$ cat config.mk
export PLATFORM = sky130hd
export DESIGN_NAME = approx_serial_sub2
export DESIGN_NICKNAME = d
export VERILOG_FILES = /design/src/rtl/approx_sub_pkg.sv /design/src/rtl/paa2_digit.sv /design/src/rtl/approx_serial_sub2.sv
export SDC_FILE = /design/constraint.sdc
export NUM_CORES = 1
export LEC_CHECK = 0
export ABC_AREA = 1
export BUFFER_PORTS_ARGS = -buffer_cell sky130_fd_sc_hd__buf_4
export CAP_MARGIN = 40
export CORE_MARGIN = 2
export CORE_UTILIZATION = 52
export CTS_BUF_LIST = sky130_fd_sc_hd__clkbuf_8
export CTS_CLUSTER_SIZE = 30
export DETAILED_ROUTE_END_ITERATION = 8
export GPL_TIMING_DRIVEN = 0
export PLACE_DENSITY_LB_ADDON = 0.25
export REMOVE_ABC_BUFFERS = 1
export SYNTH_ARGS = -nofsm -noshare
export SYNTH_HDL_FRONTEND = slang
export SYNTH_SLANG_ARGS = --single-unit
$ cat constraint.sdc
create_clock -name clk -period 2.4 [get_ports clk]
set_input_delay 0.12 -clock clk [delete_from_list [all_inputs] [get_ports clk]]
set_output_delay 0.12 -clock clk [all_outputs]
set_load 0.02 [all_outputs]
$ cat src/rtl/approx_sub_pkg.sv
// Shared types, constants and sizing helpers for the digit-serial approximate subtractor.
package approx_sub_pkg;

   typedef logic [1:0] state_t;

   localparam state_t IDLE = 2'd0;
   localparam state_t RUN  = 2'd1;
   localparam state_t DONE = 2'd2;

   localparam int DIGIT_W = 2;

   function automatic int digit_count(input int w);
      return w / DIGIT_W;
   endfunction

   // A single-digit operand still needs a one-bit counter.
   function automatic int cnt_width(input int w);
      return (digit_count(w) > 1) ? $clog2(digit_count(w)) : 1;
   endfunction

endpackage

$ cat src/rtl/paa2_digit.sv
// PAA2 approximate 2-bit adder cell: exact sum bits, carry-out taken as c1 | (x1 & y1).
module paa2_digit
   import approx_sub_pkg::*;
(
   input  logic [DIGIT_W-1:0] x,
   input  logic [DIGIT_W-1:0] y,
   input  logic               cin,
   output logic [DIGIT_W-1:0] s,
   output logic               cout
);

   logic c1;

   always_comb begin
      c1   = ((x[0] ^ y[0]) & cin) | (x[0] & y[0]);
      s    = {x[1] ^ y[1] ^ c1, x[0] ^ y[0] ^ cin};
      cout = c1 | (x[1] & y[1]);
   end

endmodule

$ cat src/rtl/approx_serial_sub2.sv
// Digit-serial approximate subtractor (a + ~b + 1), two bits per clock, LSB digit first.
// Define APPROX_SUB_ERR_MON_EN to add the exact-chain monitor outputs out_exact and err.
module approx_serial_sub2
   import approx_sub_pkg::*;
#(
   parameter int WIDTH = 8
) (
   input  logic             clk,
   input  logic             rst_n,
   input  logic             in_valid,
   output logic             in_ready,
   input  logic [WIDTH-1:0] in0,
   input  logic [WIDTH-1:0] in1,
   output logic             out_valid,
   input  logic             out_ready,
   output logic [WIDTH-1:0] out,
   output logic             borrow
`ifdef APPROX_SUB_ERR_MON_EN
   ,
   output logic [WIDTH-1:0] out_exact,
   output logic [0:0]       err
`endif
);

   localparam int DIGITS = digit_count(WIDTH);
   localparam int CW     = cnt_width(WIDTH);
   localparam logic [CW-1:0] LAST = CW'(DIGITS - 1);

   generate
      if ((WIDTH < 2) || ((WIDTH % 2) != 0)) begin : g_bad_width
         $error("approx_serial_sub2: WIDTH must be even and >= 2");
      end
   endgenerate

   state_t              state;
   logic [CW-1:0]       cnt;
   logic                carry;
   logic [WIDTH-1:0]    a_sh;
   logic [WIDTH-1:0]    nb_sh;
   logic [WIDTH-1:0]    res;
   logic                borrow_r;
   logic [DIGIT_W-1:0]  dig_s;
   logic                dig_c;
   logic                accept;

   assign in_ready  = (state == IDLE);
   assign out_valid = (state == DONE);
   assign accept    = in_valid && (state == IDLE);
   assign out       = res;
   assign borrow    = borrow_r;

   paa2_digit u_digit (
      .x    (a_sh[DIGIT_W-1:0]),
      .y    (nb_sh[DIGIT_W-1:0]),
      .cin  (carry),
      .s    (dig_s),
      .cout (dig_c)
   );

   // Operand shift registers are pure data; the FSM decides when their contents matter.
   always_ff @(posedge clk) begin
      if (accept) begin
         a_sh  <= in0;
         nb_sh <= ~in1;
      end else if (state == RUN) begin
         a_sh  <= a_sh >> DIGIT_W;
         nb_sh <= nb_sh >> DIGIT_W;
      end
   end

   always_ff @(posedge clk or negedge rst_n) begin
      if (!rst_n) begin
         state    <= IDLE;
         cnt      <= '0;
         carry    <= 1'b0;
         res      <= '0;
         borrow_r <= 1'b0;
      end else begin
         case (state)
            IDLE: begin
               if (in_valid) begin
                  carry <= 1'b1;
                  cnt   <= '0;
                  state <= RUN;
               end
            end
            RUN: begin
               res[{cnt, 1'b0} +: DIGIT_W] <= dig_s;
               carry <= dig_c;
               cnt   <= cnt + CW'(1);
               if (cnt == LAST) begin
                  borrow_r <= ~dig_c;
                  state    <= DONE;
               end
            end
            DONE: begin
               if (out_ready) begin
                  state <= IDLE;
               end
            end
            default: state <= IDLE;
         endcase
      end
   end

`ifdef APPROX_SUB_ERR_MON_EN
   logic             carry_e;
   logic [WIDTH-1:0] res_e;
   logic             borrow_e;
   logic             ex_c1;
   logic             ex_c;
   logic [1:0]       ex_s;

   // Same digit inputs as the approximate cell, but with the fully propagated carry.
   always_comb begin
      ex_c1 = ((a_sh[0] ^ nb_sh[0]) & carry_e) | (a_sh[0] & nb_sh[0]);
      ex_s  = {a_sh[1] ^ nb_sh[1] ^ ex_c1, a_sh[0] ^ nb_sh[0] ^ carry_e};
      ex_c  = ((a_sh[1] ^ nb_sh[1]) & ex_c1) | (a_sh[1] & nb_sh[1]);
   end

   always_ff @(posedge clk or negedge rst_n) begin
      if (!rst_n) begin
         carry_e  <= 1'b0;
         res_e    <= '0;
         borrow_e <= 1'b0;
      end else if (accept) begin
         carry_e <= 1'b1;
      end else if (state == RUN) begin
         res_e[{cnt, 1'b0} +: DIGIT_W] <= ex_s;
         carry_e <= ex_c;
         if (cnt == LAST) begin
            borrow_e <= ~ex_c;
         end
      end
   end

   assign out_exact = res_e;
   assign err       = out_valid && ((res != res_e) || (borrow_r != borrow_e));
`endif

endmodule

==> flow_metrics.env, run 1 <==
export IMPL_period_share_pct=68.0
export IMPL_yosysWarnings=0
export IMPL_nets=200
export IMPL_crit_path_max_fanout=17
export IMPL_boundaryPins=31
export IMPL_drive_above_1_share_pct=24.0
export IMPL_drtIter0Drc=36
export IMPL_vias_per_cell=5.03
export IMPL_p_per_area_nw_per_um2=1300
export IMPL_cts_resized=0
export IMPL_antenna_cells=0
export IMPL_clock_sinks=30
export IMPL_finClkSkew_ns=0.00612
export IMPL_synth_xor_area_share_pct=0
export IMPL_synthAdderAreaFrac_pct=5.99
export IMPL_setup_ws_ns=0.767
export IMPL_max_cap_violations=0
export IMPL_muxShareOfSynthArea_pct=0
export IMPL_port_buffers=30
export IMPL_layout_commonest_cell="nand2_1"
export IMPL_coreArea_sq_um=2500
export IMPL_hold_class="in -> reg"
export IMPL_pre_cts_ws_ns=0.760
export IMPL_cts_max_level=2
export IMPL_leakage_uw=0.000845
export IMPL_clk_pin_slew_worst_paths_ns=0.05
export IMPL_cp_start_kind="register"
export IMPL_wirelength_um=2380
export IMPL_drc_errors=0
export IMPL_synth_distinct_cells=21
export IMPL_fin_cells=205
export IMPL_synthSimpleGateAreaFrac_pct=19.9
export IMPL_grt_pass1_wl_um=4010
export IMPL_grt_max_degree=24
export IMPL_cp_required_ns=2.31
export IMPL_status="finished, final reports clean"
export IMPL_grt_pass1_vias=973
export IMPL_numCtsBuffers=5
export IMPL_postSynthCellCount=139
export IMPL_fin_crit_ns=1.63
export IMPL_clk_latency_ns=0.27
export IMPL_vias=1032
export IMPL_fmax_ghz=0.612
export IMPL_row_count=18
export IMPL_cp_arrival_ns=1.54
export IMPL_rsz0062_at_grt="no"
export IMPL_cts_tree="built"
export IMPL_dr_pass1_iters=4
export IMPL_critical_path_class="reg -> reg"
export IMPL_finalSetupViolCount=0
export IMPL_die_y_um=55.5
export IMPL_grt_overflow_total=0
export IMPL_place_gp_congestion=0.845
export IMPL_postCtsSetupRepairBufs=0
export IMPL_syn_avg_cell_area_sq_um=9.92
export IMPL_synth_compound_area_share_pct=7.89
export IMPL_layout_common_cells="39 x nand2_1, 30 x buf_4, 18 x inv_1"
export IMPL_final_antenna_net_count=0
export IMPL_worst_slew_margin_rel_pct=58.2
export IMPL_finalMaxSlewViolations=0
export IMPL_final_hold_viol_count=0
export IMPL_vdd_drop_max_mv=0.854
export IMPL_synth_top_family_by_area="simple AND/OR/NAND/NOR gates"
export IMPL_synth_seq_cells=30
export IMPL_cts_hold_buf=1
export IMPL_yosysSeqAreaShare_pct=60.3
export IMPL_cts_root_buffer="clkbuf_8"
export IMPL_fp_dieW_um=55.5
export IMPL_worst_pin_slew_ns=0.627
export IMPL_setup_tns_ns=0
export IMPL_critPathCaptureType="register"
export IMPL_hpwl_um=1780
export IMPL_cts_max_path_buffers=2
export IMPL_syn_area_sq_um=1380
export IMPL_wire_per_inst_um=11.6
export IMPL_initial_utilization_pct=55.2
export IMPL_place_inst=196
export IMPL_antenna_found_initial=0
export IMPL_grt_usage_pct=16.9
export IMPL_area_growth_pct=24.0
export IMPL_die_area_sq_um=3080
-- per-layer routing --
layer | GRT usage [%] | up-vias | routed length, um
li1 | - | 529 | -
met1 | 19.7 | 474 | 1070
met2 | 27.9 | 22 | 1160
met3 | 5.39 | 7 | 98
met4 | 8.36 | 0 | 46
met5 | 0 | - | 0
-- path summary, 6_finish.rpt --
| path | from | to | slack, ns | cells past startpoint |
|---|---|---|---|---|
| setup / recovery | state[1] | a_sh[4] | 0.77 | 3 |
| setup reg to reg | state[1] | a_sh[4] | 0.77 | 3 |
| max in group asynchronous | rst_n | state[1] | 2.00 | 2 |
| hold reg to reg | out[4] | out[4] | 0.48 | 2 |
| hold / removal | out_ready | state[1] | 0.03 | 2 |
| min in group asynchronous | rst_n | out[5] | 0.23 | 2 |
-- worst max-delay path, stage by stage (launching register included) --
cell and delay (ns):
dfrtp_1 0.44, inv_1 0.15, o21ai_0 0.16, inv_1 0.50
-- flip-flops by register name, indices dropped and copies added, names as in the netlist --
register  flops
a_sh          8
out           8
borrow        1
state         2
carry         1
cnt           2
nb_sh         8
-- final cells by class --
cell class,instances,area (sq um)
fillers,208,791
well taps,30,37.5
multi-input cells,90,465
inverters,16,60.1
flip-flops and latches,30,831
clock buffers,5,68.8
repair buffers,31,235
clock inverters,3,11.3
-- cells by family (layout without fill, tap and decap cells) --
logic type / Yosys count / count (layout)
AND/OR/NAND/NOR: 63 / 63
flip-flops: 30 / 30
AO/OA/AOI/OAI: 21 / 21
buffers and inverters: 19 / 55
adder cells (fa/ha/maj): 6 / 6
-- Yosys cell counts --
master / instances / share of area [%]
o21ai_1: 9 / 3.3
nor2_4: 2 / 1.6
o22ai_1: 1 / 0.45
nand2_1: 39 / 11
nor2_2: 2 / 0.91
nor2_1: 9 / 2.4
inv_2: 1 / 0.27
nand4_1: 1 / 0.45
clkbuf_1: 1 / 0.27
fa_1: 1 / 1.5
o31ai_1: 1 / 0.54
buf_4: 1 / 0.54
a21oi_1: 1 / 0.36
dfrtp_1: 14 / 25
buf_6: 1 / 0.82
ha_1: 5 / 4.5
inv_1: 15 / 4.1
nand3_1: 8 / 2.9
nand2_2: 2 / 0.91
edfxtp_1: 16 / 35
o21ai_0: 9 / 3.3
-- stage by stage --
stage	power [uW]	instance area (sq um)	hold WS, ns	util, %
finish	2230	1710	0.0310	68.4
detailed placement	1880	1620	-0.0198	64.8
global route	2410	1710	0.0205	68.4
floorplan	1590	1360	-0.176	-
global placement	1830	1620	-0.0246	64.8
CTS	2250	1710	0.0205	68.4
-- where the power goes --
group          switching [uW]  internal [uW]
registers                 122            842
logic                     576            323
clock network             171            192
Note: power is estimated with default switching activity, not from simulation.
==> run 2: changes to the inputs <==
--- a/config.mk
+++ b/config.mk
@@ -5,7 +5,7 @@
 export SDC_FILE = /design/constraint.sdc
 export NUM_CORES = 1
 export LEC_CHECK = 0
-export ABC_AREA = 1
+export ABC_AREA = 0
 export BUFFER_PORTS_ARGS = -buffer_cell sky130_fd_sc_hd__buf_4
 export CAP_MARGIN = 40
 export CORE_MARGIN = 2
==> constraint.sdc (replaced) <==
create_clock -name clk -period 1.6 [get_ports clk]
set_input_delay 0.08 -clock clk [delete_from_list [all_inputs] [get_ports clk]]
set_output_delay 0.08 -clock clk [all_outputs]
set_load 0.02 [all_outputs]
==> flow_metrics.env, run 2 <==
export IMPL_yosysMostFrequentCell="nand2_1"
export IMPL_cp_arrival_ns=1.85
export IMPL_cts_tree="built"
export IMPL_area_growth_pct=31.4
export IMPL_synthTopCellsByCount="18 x nand2_1, 16 x edfxtp_1, 14 x dfrtp_1"
export IMPL_final_hold_viol_count=0
export IMPL_layout_commonest_cell="buf_4"
export IMPL_p_comb_share_pct=43.3
export IMPL_hold_class="in -> reg"
export IMPL_final_antenna_net_count=0
export IMPL_vdd_drop_max_mv=1.38
export IMPL_rsz0062_at_grt="yes"
export IMPL_drtIter0Drc=18
export IMPL_fin_crit_ns=1.64
export IMPL_num_fill_cells=181
export IMPL_synthArstFlopShare_pct=46.7
export IMPL_port_buffers=30
export IMPL_syn_area_sq_um=1370
export IMPL_hpwl_um=1700
export IMPL_yosysSeqAreaShare_pct=60.8
export IMPL_finalSetupViolCount=1
export IMPL_pwr_share_seq_pct=37.9
export IMPL_place_gp_congestion=0.782
export IMPL_clock_sinks=30
export IMPL_p_int_uw=2530
export IMPL_dr_pass1_iters=4
export IMPL_cts_max_level=2
export IMPL_wire_per_inst_um=14.3
export IMPL_timing_rr_start="nb_sh[0]"
export IMPL_fp_dieW_um=55.3
export IMPL_cts_root_buffer="clkbuf_8"
export IMPL_cts_max_path_buffers=2
export IMPL_critPathCaptureType="register"
export IMPL_syn_avg_cell_area_sq_um=12.7
export IMPL_status="finished, violations left"
export IMPL_pwr_share_clk_pct=18.8
export IMPL_hold_path_startpoint="out_ready"
export IMPL_synth_seq_cells=30
export IMPL_synth_area_top_cells="edfxtp_1 35%, dfrtp_1 26%, nand2_1 4.9%"
export IMPL_drive_above_1_share_pct=39.6
export IMPL_grt_overflow_total=0
export IMPL_p_per_area_nw_per_um2=2200
export IMPL_die_area_sq_um=3050
export IMPL_setup_ws_ns=-0.0441
export IMPL_boundaryPins=31
export IMPL_utilization_pct=72.5
export IMPL_grt_usage_pct=17.5
export IMPL_cp_required_ns=1.80
export IMPL_row_count=18
export IMPL_synth_distinct_cells=26
export IMPL_nets=174
export IMPL_die_y_um=55.3
export IMPL_hold_end="state[1]"
export IMPL_place_area_sq_um=1610
export IMPL_hold_path_depth=3
export IMPL_cp_start_kind="register"
export IMPL_p_sw_uw=1410
export IMPL_coreArea_sq_um=2480
export IMPL_vias=956
export IMPL_synth_edff_count=16
export IMPL_antenna_cells=0
export IMPL_grt_pass1_vias=891
export IMPL_synth_top_area_share_pct=35.2
export IMPL_finalMaxSlewViolations=0
export IMPL_yosysWarnings=0
export IMPL_vias_per_cell=5.34
export IMPL_stdcell_area_sq_um=1800
export IMPL_clk_pin_slew_worst_paths_ns=0.06
export IMPL_yosysTopAreaCell="edfxtp_1"
export IMPL_worstSetupStartpoint="nb_sh[0]"
export IMPL_finClkSkew_ns=0.00964
export IMPL_postSynthCellCount=108
export IMPL_grt_pass1_wl_um=4040
export IMPL_antenna_found_initial=0
export IMPL_leakage_uw=0.000820
export IMPL_worstReg2RegEnd="out[7]"
export IMPL_worst_slew_margin_rel_pct=70.7
export IMPL_violations="setup timing"
export IMPL_clk_latency_ns=0.28
export IMPL_max_cap_violations=0
export IMPL_regToRegSetupSlack_ns=-0.04
export IMPL_wirelength_um=2560
export IMPL_worst_pin_slew_ns=0.439
export IMPL_ys_flop_type="edfxtp_1"
export IMPL_reg2reg_depth=4
export IMPL_grt_max_degree=23
export IMPL_period_share_pct=103
export IMPL_drc_errors=0
export IMPL_p_sw_share_pct=35.8
export IMPL_fmax_ghz=0.608
export IMPL_crit_path_max_fanout=4
export IMPL_layout_common_cells="33 x buf_4, 18 x nand2_1, 16 x edfxtp_1"
export IMPL_numCtsBuffers=5
export IMPL_critical_path_class="reg -> reg"
export IMPL_initial_utilization_pct=55.2
run 2: worst max-delay path, cell delays in order (launching register included):
cell	delay (ns)
edfxtp_1	0.41
fa_2	0.45
xnor2_4	0.16
or4_4	0.42
o21ai_1	0.12
run 2: power by group through the flow:
stage                     sequential, uW  combinational (uW)  clock, uW
after floorplan                     1540                 893          0
after global placement              1470                1370          0
after detailed placement            1490                1460          0
after CTS                           1480                1530        749
after global routing                1550                1890        793
final                               1500                1710        740
run 2: per-layer routing:
metal  track usage (%)  share of wire (%)
met5                 0                  0
met4              9.06                3.0
met3              7.96                5.4
met2              26.2                 48
met1              21.3                 43
run 2: kinds of logic (layout without fill, tap and decap cells):
family | Yosys count | count (layout) | synth area share [%]
fa+ha+maj | 6 | 6 | 6.04
xor+xnor | 1 | 1 | 0.641
simple gates | 40 | 42 | 14.1
mux | 7 | 7 | 6.87
buf+inv | 6 | 45 | 3.02
compound gates | 18 | 18 | 8.52
flops | 30 | 30 | 60.8
run 2: what timing repair did:
item / CTS / global route
pin swaps: 0 / 3
gates cloned: 0 / 2
endpoints found under the hold margin: 14 / 0
setup buffers: 0 / 3
setup endpoints to repair: 15 / 16
hold buffers: 1 / 0
resized for setup: 5 / 4
run 2: worst max-delay path by stage:
stage | endpoint | slack [ns] | cells past startpoint
2_1_floorplan | a_sh[0] | -0.05 | 2
3_3_place_gp | nb_sh[1] | -0.39 | 2
3_5_place_dp | out[7] | -0.15 | 4
4_1_cts | out[7] | -0.08 | 4
5_1_grt | out[7] | -0.09 | 4
6_report | out[7] | -0.04 | 4
run 2: metrics by stage:
| stage | power [uW] | worst slack, ns | instances | hold slack [ns] | setup TNS (ns) |
|---|---|---|---|---|---|
| 2_1_floorplan | 2430 | -0.0455 | 104 | -0.216 | -0.727 |
| 4_1_cts | 3760 | -0.0843 | 174 | 0.0369 | -0.160 |
| 3_5_place_dp | 2950 | -0.155 | 165 | -0.0619 | -1.24 |
| 3_3_place_gp | 2840 | -0.385 | 164 | -0.0643 | -6.62 |
| 5_1_grt | 4240 | -0.0917 | 179 | 0.0522 | -0.141 |
| 6_report | 3940 | -0.0441 | 179 | 0.0421 | -0.0441 |
run 2: layout make-up:
cell class              instances  area (sq um)  area share (%)
flip-flops and latches         30           833            46.4
inverters                       2          7.51           0.418
well taps                      30          37.5            2.09
clock inverters                 3          40.0            2.23
repair buffers                 35           269            15.0
clock buffers                   5          68.8            3.83
multi-input cells              74           539            30.0
